==> src/rtl/mdu_sched_if.sv <==
// Core-side request/response bundle for the M-extension sequencer.
// Latency: none (wires only).
// Backpressure: req_ready/stall driven by the slave; master holds req_valid until accepted.
//   master: EX stage (drives req_valid, funct3, rs1, rs2, flush)
//   slave : mdu_sched (drives req_ready, stall, resp_valid, resp_data)
interface mdu_sched_if #(
    parameter int XLEN = 32
);
    logic            req_valid;
    logic            req_ready;
    logic [2:0]      funct3;
    logic [XLEN-1:0] rs1;
    logic [XLEN-1:0] rs2;
    logic            flush;
    logic            stall;
    logic            resp_valid;
    logic [XLEN-1:0] resp_data;

    modport master (
        output req_valid, funct3, rs1, rs2, flush,
        input  req_ready, stall, resp_valid, resp_data
    );

    modport slave (
        input  req_valid, funct3, rs1, rs2, flush,
        output req_ready, stall, resp_valid, resp_data
    );
endinterface

==> src/rtl/mdu_sched.sv <==
// Sequencer for RV32M ops: drives a shared pipelined multiplier and an iterative divider.
// Latency: MUL MUL_LAT+1 cycles, div-by-zero/overflow 1 cycle, divide 1 cycle after div_done.
// Backpressure: one op at a time; req_ready only in IDLE, stall holds the core until done.
// Ports:
//   clk, rst_n           clock, async active-low reset
//   core (slave)         req_valid/req_ready/funct3/rs1/rs2/flush in, stall/resp_valid/resp_data out
//   mul_a_o/mul_b_o      registered multiplier operands + signedness flags, mul_p_i product
//   div_start_o/abort_o  divider control pulses; div_sgn_o, div_n_o, div_d_o operands
//   div_done_i/q_i/r_i   divider completion pulse and results
module mdu_sched #(
    parameter int XLEN    = 32,
    parameter int MUL_LAT = 2
) (
    input  logic              clk,
    input  logic              rst_n,
    mdu_sched_if.slave        core,
    output logic [XLEN-1:0]   mul_a_o,
    output logic [XLEN-1:0]   mul_b_o,
    output logic              mul_a_sgn_o,
    output logic              mul_b_sgn_o,
    input  logic [2*XLEN-1:0] mul_p_i,
    output logic              div_start_o,
    output logic              div_abort_o,
    output logic              div_sgn_o,
    output logic [XLEN-1:0]   div_n_o,
    output logic [XLEN-1:0]   div_d_o,
    input  logic              div_done_i,
    input  logic [XLEN-1:0]   div_q_i,
    input  logic [XLEN-1:0]   div_r_i
);
    localparam int CW = (MUL_LAT > 1) ? $clog2(MUL_LAT) : 1;
    localparam logic [XLEN-1:0] INT_MIN = {1'b1, {(XLEN-1){1'b0}}};

    localparam logic [1:0] S_IDLE     = 2'd0;
    localparam logic [1:0] S_MUL_WAIT = 2'd1;
    localparam logic [1:0] S_DIV_RUN  = 2'd2;
    localparam logic [1:0] S_DONE     = 2'd3;

    logic [1:0]      state_q, state_d;
    logic [2:0]      funct3_q, funct3_d;
    logic [CW-1:0]   cnt_q, cnt_d;
    logic [XLEN-1:0] resp_data_q, resp_data_d;
    logic [XLEN-1:0] mul_a_q, mul_a_d, mul_b_q, mul_b_d;
    logic            mul_a_sgn_q, mul_a_sgn_d, mul_b_sgn_q, mul_b_sgn_d;
    logic            div_sgn_q, div_sgn_d;
    logic [XLEN-1:0] div_n_q, div_n_d, div_d_q, div_d_d;
    logic            div_start_q, div_start_d;
    logic            div_abort_q, div_abort_d;

    logic            div_by_zero;
    logic            div_ovf;

    // Cases the divider never sees: x/0 and signed INT_MIN / -1.
    assign div_by_zero = (core.rs2 == '0);
    assign div_ovf     = !core.funct3[0] && (core.rs1 == INT_MIN) && (core.rs2 == '1);

    always_comb begin
        state_d     = state_q;
        funct3_d    = funct3_q;
        cnt_d       = cnt_q;
        resp_data_d = resp_data_q;
        mul_a_d     = mul_a_q;
        mul_b_d     = mul_b_q;
        mul_a_sgn_d = mul_a_sgn_q;
        mul_b_sgn_d = mul_b_sgn_q;
        div_sgn_d   = div_sgn_q;
        div_n_d     = div_n_q;
        div_d_d     = div_d_q;
        div_start_d = 1'b0;
        div_abort_d = 1'b0;

        if (core.flush) begin
            // Flush wins over everything; only a running divide needs cancelling.
            state_d     = S_IDLE;
            div_abort_d = (state_q == S_DIV_RUN);
        end else begin
            case (state_q)
                S_IDLE: begin
                    if (core.req_valid) begin
                        funct3_d    = core.funct3;
                        mul_a_d     = core.rs1;
                        mul_b_d     = core.rs2;
                        mul_a_sgn_d = (core.funct3 != 3'b011);
                        mul_b_sgn_d = (core.funct3[2:1] == 2'b00);
                        div_sgn_d   = !core.funct3[0];
                        div_n_d     = core.rs1;
                        div_d_d     = core.rs2;
                        if (!core.funct3[2]) begin
                            state_d = S_MUL_WAIT;
                            cnt_d   = CW'(MUL_LAT - 1);
                        end else if (div_by_zero) begin
                            state_d     = S_DONE;
                            resp_data_d = core.funct3[1] ? core.rs1 : '1;
                        end else if (div_ovf) begin
                            state_d     = S_DONE;
                            resp_data_d = core.funct3[1] ? '0 : INT_MIN;
                        end else begin
                            state_d     = S_DIV_RUN;
                            div_start_d = 1'b1;
                        end
                    end
                end
                S_MUL_WAIT: begin
                    if (cnt_q == '0) begin
                        state_d     = S_DONE;
                        resp_data_d = (funct3_q == 3'b000) ? mul_p_i[XLEN-1:0]
                                                           : mul_p_i[2*XLEN-1:XLEN];
                    end else begin
                        cnt_d = cnt_q - CW'(1);
                    end
                end
                S_DIV_RUN: begin
                    if (div_done_i) begin
                        state_d     = S_DONE;
                        resp_data_d = funct3_q[1] ? div_r_i : div_q_i;
                    end
                end
                default: state_d = S_IDLE;
            endcase
        end
    end

    always_ff @(posedge clk or negedge rst_n) begin
        if (!rst_n) begin
            state_q     <= S_IDLE;
            funct3_q    <= '0;
            cnt_q       <= '0;
            resp_data_q <= '0;
            mul_a_q     <= '0;
            mul_b_q     <= '0;
            mul_a_sgn_q <= 1'b0;
            mul_b_sgn_q <= 1'b0;
            div_sgn_q   <= 1'b0;
            div_n_q     <= '0;
            div_d_q     <= '0;
            div_start_q <= 1'b0;
            div_abort_q <= 1'b0;
        end else begin
            state_q     <= state_d;
            funct3_q    <= funct3_d;
            cnt_q       <= cnt_d;
            resp_data_q <= resp_data_d;
            mul_a_q     <= mul_a_d;
            mul_b_q     <= mul_b_d;
            mul_a_sgn_q <= mul_a_sgn_d;
            mul_b_sgn_q <= mul_b_sgn_d;
            div_sgn_q   <= div_sgn_d;
            div_n_q     <= div_n_d;
            div_d_q     <= div_d_d;
            div_start_q <= div_start_d;
            div_abort_q <= div_abort_d;
        end
    end

    // The IDLE-decoded outputs are gated by rst_n so every output reads 0 while in reset.
    assign core.req_ready  = rst_n && (state_q == S_IDLE);
    assign core.stall      = rst_n && (((state_q == S_IDLE) && core.req_valid) ||
                                       (state_q == S_MUL_WAIT) || (state_q == S_DIV_RUN));
    assign core.resp_valid = (state_q == S_DONE) && !core.flush;
    assign core.resp_data  = resp_data_q;

    assign mul_a_o     = mul_a_q;
    assign mul_b_o     = mul_b_q;
    assign mul_a_sgn_o = mul_a_sgn_q;
    assign mul_b_sgn_o = mul_b_sgn_q;
    assign div_start_o = div_start_q;
    assign div_abort_o = div_abort_q;
    assign div_sgn_o   = div_sgn_q;
    assign div_n_o     = div_n_q;
    assign div_d_o     = div_d_q;
endmodule
==> src/flat_wrapper.sv <==
// flat-port wrapper written by rule: the top's interface ports become plain ports
module mdu_sched_flat 
#(
    parameter int XLEN    = 32,
    parameter int MUL_LAT = 2
)
  (clk, rst_n, mul_a_o, mul_b_o, mul_a_sgn_o, mul_b_sgn_o, mul_p_i, div_start_o, div_abort_o, div_sgn_o, div_n_o, div_d_o, div_done_i, div_q_i, div_r_i, core_req_valid, core_funct3, core_rs1, core_rs2, core_flush, core_req_ready, core_stall, core_resp_valid, core_resp_data);
  mdu_sched_if #(.XLEN(XLEN)) core_i ();
  input  logic clk;
  input  logic rst_n;
  output logic [XLEN-1:0] mul_a_o;
  output logic [XLEN-1:0] mul_b_o;
  output logic mul_a_sgn_o;
  output logic mul_b_sgn_o;
  input  logic [2*XLEN-1:0] mul_p_i;
  output logic div_start_o;
  output logic div_abort_o;
  output logic div_sgn_o;
  output logic [XLEN-1:0] div_n_o;
  output logic [XLEN-1:0] div_d_o;
  input  logic div_done_i;
  input  logic [XLEN-1:0] div_q_i;
  input  logic [XLEN-1:0] div_r_i;
  input wire logic [$bits(core_i.req_valid)-1:0] core_req_valid;
  input wire logic [$bits(core_i.funct3)-1:0] core_funct3;
  input wire logic [$bits(core_i.rs1)-1:0] core_rs1;
  input wire logic [$bits(core_i.rs2)-1:0] core_rs2;
  input wire logic [$bits(core_i.flush)-1:0] core_flush;
  output wire logic [$bits(core_i.req_ready)-1:0] core_req_ready;
  output wire logic [$bits(core_i.stall)-1:0] core_stall;
  output wire logic [$bits(core_i.resp_valid)-1:0] core_resp_valid;
  output wire logic [$bits(core_i.resp_data)-1:0] core_resp_data;
  assign core_i.req_valid = core_req_valid;
  assign core_i.funct3 = core_funct3;
  assign core_i.rs1 = core_rs1;
  assign core_i.rs2 = core_rs2;
  assign core_i.flush = core_flush;
  assign core_req_ready = core_i.req_ready;
  assign core_stall = core_i.stall;
  assign core_resp_valid = core_i.resp_valid;
  assign core_resp_data = core_i.resp_data;
  mdu_sched #(.XLEN(XLEN), .MUL_LAT(MUL_LAT)) u_core (.clk(clk), .rst_n(rst_n), .core(core_i), .mul_a_o(mul_a_o), .mul_b_o(mul_b_o), .mul_a_sgn_o(mul_a_sgn_o), .mul_b_sgn_o(mul_b_sgn_o), .mul_p_i(mul_p_i), .div_start_o(div_start_o), .div_abort_o(div_abort_o), .div_sgn_o(div_sgn_o), .div_n_o(div_n_o), .div_d_o(div_d_o), .div_done_i(div_done_i), .div_q_i(div_q_i), .div_r_i(div_r_i));
endmodule
==> config.mk <==
export PLATFORM = sky130hd
export DESIGN_NAME = mdu_sched_flat
export DESIGN_NICKNAME = d
export VERILOG_FILES = /design/src/rtl/mdu_sched_if.sv /design/src/rtl/mdu_sched.sv /design/src/flat_wrapper.sv
export SDC_FILE = /design/constraint.sdc
export NUM_CORES = 1
export LEC_CHECK = 0
export CAP_MARGIN = 20
export CORE_AREA = 2 2 143 145
export CTS_BUF_LIST = sky130_fd_sc_hd__clkbuf_16
export CTS_CLUSTER_DIAMETER = 40
export DETAILED_ROUTE_END_ITERATION = 10
export DIE_AREA = 0 0 145 147
export PLACE_DENSITY = 0.72
export SKIP_LAST_GASP = 1
export SYNTH_ARGS = -nofsm -noshare
export SYNTH_HDL_FRONTEND = slang
export SYNTH_SLANG_ARGS = --single-unit
export TNS_END_PERCENT = 1
==> constraint.sdc <==
create_clock -name clk -period 2 [get_ports clk]
set_input_delay 0.4 -clock clk [delete_from_list [all_inputs] [get_ports clk]]
set_output_delay 0.4 -clock clk [all_outputs]
set_load 0.01 [all_outputs]
==> impl_metrics.csv <==
group,metric,value,unit
routing,viasPerCell,4.81,
critical_path,required,2.23,ns
power_and_ir_drop,power,13.6,mW
timing,relSlewSlack,56.1,%
synth,synth_edf_count,0,
critical_path,crit_arrival,2.42,ns
critical_path,reg2reg_slack,-0.10,ns
critical_path,critPathSlowestCell,"clkdlybuf4s50_1",
critical_path,path_max_fanout,6,
clock_tree,cts_buffers,9,
critical_path,cp_cell_sequence,"clkdlybuf4s50_1 > nor4b_2 > buf_4 > nand4_1 > nor3_2 > o31a_4 > buf_6 > buf_16 > mux2_4",
synth,yosysTopAreaCellShare,41.8,%
timing,final.setup_skew,0.00871,ns
clock_tree,clkTransAtPathRegs,0.07,ns
hold_path,hp-class,"in2async",
critical_path,r2r_end,"u_core.core.resp_data[24]",
floorplanning,core,19800,um2
cells_and_area,n_antenna_cell,0,
global_routing,antenna_found_initial,0,
routing,wl_per_cell,19.3,um
critical_path,cp_slowest_stage_delay,0.47,ns
floorplanning,start_util,32.3,%
synth,post-synth-top-count-cell,"nand2_1",
timing,drv_slew,0,
routing,post-route-drc-count,0,
clock_tree,clockRootBuffer,"clkbuf_16",
timing,tightest_slew,0.659,ns
routing,dr.pass1.iters,4,
synth,yosysSeqAreaShare,41.8,%
clock_tree,htree_levels,3,
floorplanning,rows,52,
critical_path,worstReg2RegStart,"u_core.state_q[0]",
critical_path,ff2ff_path_depth,9,
synth,ys.flop_type,"dfrtp_1",
clock_tree,cts_sinks,107,
synth,ys.warnings.count,0,
timing,hold_viol,0,
placement,place_ws,-1.05,ns
timing,setup_viol,33,
global_routing,grt.total_usage,24.0,%
placement,hpwl,20800,um
synth,async_flop_share,100,%
cells_and_area,nFillCells,1783,
timing,holdWs,0.129,ns
global_routing,grt_pass1_wl,39300,um
floorplanning,io_pins,368,
synth,synth_common_cells,"nand2_1 (235), dfrtp_1 (107), o21ai_0 (66)",
cells_and_area,nets,1298,
cells_and_area,syn_to_final_growth,74.3,%
routing,ant_nets,0,
critical_path,start_kind,"input pin",
synth,synthesis.area,6400,um2
routing,drt_wl_total,26400,um
job,max_cap_viol_count,0,
clock_tree,clk_path_buf_depth,2,
critical_path,cp-end-kind,"register",
clock_tree,clk_latency,0.35,ns
outcome,violations,"negative setup slack",
global_routing,grt_max_degree,106,
floorplanning,dieArea,21300,um2
timing,setup_ws,-0.192,ns
power_and_ir_drop,ir_drop,619,uV
clock_tree,cts_tree,"built",
power_and_ir_drop,p_leak,5.08,nW
placement,place_congestion,0.843,
cells_and_area,multi_input_area,3140,um2
power_and_ir_drop,power_density,1220,nW/um2
timing,final.min_clock_period,2.19,ns
critical_path,crit_type,"in2reg",
synth,netlist_top_cells_area,"dfrtp_1 (42%), nand2_1 (14%), mux2i_1 (10%)",
placement,portBuffers,367,
cells_and_area,layout-drive-gt1-share,16.3,%
synth,ys_ff_latch,107,
synth,synth_area_leader_cell,"dfrtp_1",
outcome,status,"finished with violations",
placement,post-place-cells,1345,
global_routing,grt_pass1_vias,6591,
timing,period_share,110,%
synth,synth.avg_cell_area,8.88,um2
timing,fmax,456,MHz
timing,rsz0062_at_grt,"true",
synth,ys_types,35,
routing,drt_iter0_drc,347,
global_routing,grt_overflow,0,
routing,vias,6584,
synth,syn_nets,926,
synth,syn_inst,721,
cells_and_area,seq_area,2680,um2
cells_and_area,stdcell_count,1368,
floorplanning,die_w,145,um
floorplanning,die_h,147,um
## kinds of logic (layout without fill, tap and decap cells)
family | count (synthesis) | after routing | synth area share (%)
AOI/OAI and AO/OA | 115 | 115 | 10.2
adders and majority gates | 5 | 5 | 0.977
buffers and inverters | 115 | 492 | 11.3
DFF | 107 | 107 | 41.8
muxes | 96 | 96 | 17.4
and+or+nand+nor | 283 | 283 | 18.3
## per-stage QoR
| step | instance area [um2] | TNS (ns) | utilization (%) |
|---|---|---|---|
| finish | 11200 | -4.93 | 56.2 |
| global route | 11200 | -7.69 | 56.2 |
| CTS | 11000 | -10.70 | 55.6 |
| detailed placement | 10600 | -33.01 | 53.3 |
| global placement | 10600 | -33.41 | 53.3 |
| floorplan | 6400 | -5.74 | - |
## cell type report
cell class	count	area share, %
Timing Repair Buffer	469	41.8
Inverter	7	0.235
Sequential cell	107	24.0
Clock inverter	7	0.751
Multi-Input combinational cell	499	28.2
Tap cell	270	3.03
Clock buffer	9	2.02
## worst max-delay path, delay by kind of cell
family                 cells  cell delay, ns
buffers and inverters      4            0.88
multiplexers               1            0.29
AO/OA/AOI/OAI              1            0.26
AND/OR/NAND/NOR            3            0.59
## placed cells by master, fill, tap and decap left out, types with 3 or more instances in the layout
master,synthesis,layout
nor3_2,1,3
mux2_4,30,30
nand4b_1,4,4
inv_1,7,7
dfrtp_1,107,106
ha_1,5,3
buf_6,0,5
nor4_2,0,7
o22ai_1,31,31
mux2i_1,64,64
nand2_1,235,235
a21oi_1,8,8
nor4_1,13,3
buf_4,64,86
buf_12,3,11
dlygate4sd2_1,0,9
dlymetal6s2s_1,0,23
nand4_1,8,8
nor3_1,5,3
clkbuf_16,0,9
clkdlybuf4s50_1,0,329
o21ai_0,66,66
nor4_4,0,3
nor2_1,9,5
## metal layers
metal / part of all wire, % / up-vias / GRT usage [%] / routed length, um
li1: - / 3138 / - / -
met1: 43 / 3166 / 31.3 / 11400
met2: 50 / 253 / 41.4 / 13100
met3: 5.5 / 27 / 3.82 / 1450
met4: 1.9 / 0 / 6.68 / 495
met5: 0 / - / 0 / 0
## flip-flops by register name, summed over array words and instances (netlist names)
| signal | count |
|---|---|
| u_core.funct3_q | 3 |
| u_core.core.resp_data | 32 |
| u_core.div_sgn_o | 1 |
| u_core.mul_a_sgn_o | 1 |
| u_core.state_q | 2 |
| u_core.div_abort_o | 1 |
| u_core.div_start_o | 1 |
| u_core.cnt_q | 1 |
| u_core.mul_b_o | 32 |
| u_core.div_n_o | 32 |
| u_core.mul_b_sgn_o | 1 |
## report_power, final
group | leakage, nW | switching [mW] | total [mW] | internal, mW
sequential | 1.37 | 0.801 | 3.88 | 3.08
clock | 0.154 | 0.872 | 1.87 | 0.998
combinational | 3.56 | 3.36 | 7.85 | 4.49
total | 5.08 | 5.04 | 13.6 | 8.57
## worst max path at each step
| stage | startpoint | end | depth (start not counted) | slack (ns) |
|---|---|---|---|---|
| after global placement | core_rs1[16] | u_core.core.resp_data[11] | 8 | -1.05 |
| after floorplan | core_rs1[16] | u_core.core.resp_data[0] | 7 | -0.19 |
| final | core_rs1[24] | u_core.core.resp_data[24] | 9 | -0.19 |
| after global routing | core_rs2[26] | u_core.core.resp_data[24] | 9 | -0.28 |
| after detailed placement | core_rs2[15] | u_core.core.resp_data[11] | 8 | -1.05 |
| after CTS | core_rs1[14] | u_core.core.resp_data[24] | 9 | -0.36 |
## what timing repair did
| item | 4_1_cts | 5_1_grt |
|---|---|---|
| pin swaps | 7 | 15 |
| cloned | 2 | 0 |
| endpoints found under the setup margin | 37 | 36 |
| endpoints found under the hold margin | 2 | 0 |
| resized for setup | 41 | 37 |
| hold buffers | 1 | 0 |
| buffers inserted | 4 | 0 |
Note: power is estimated with default switching activity, not from simulation.
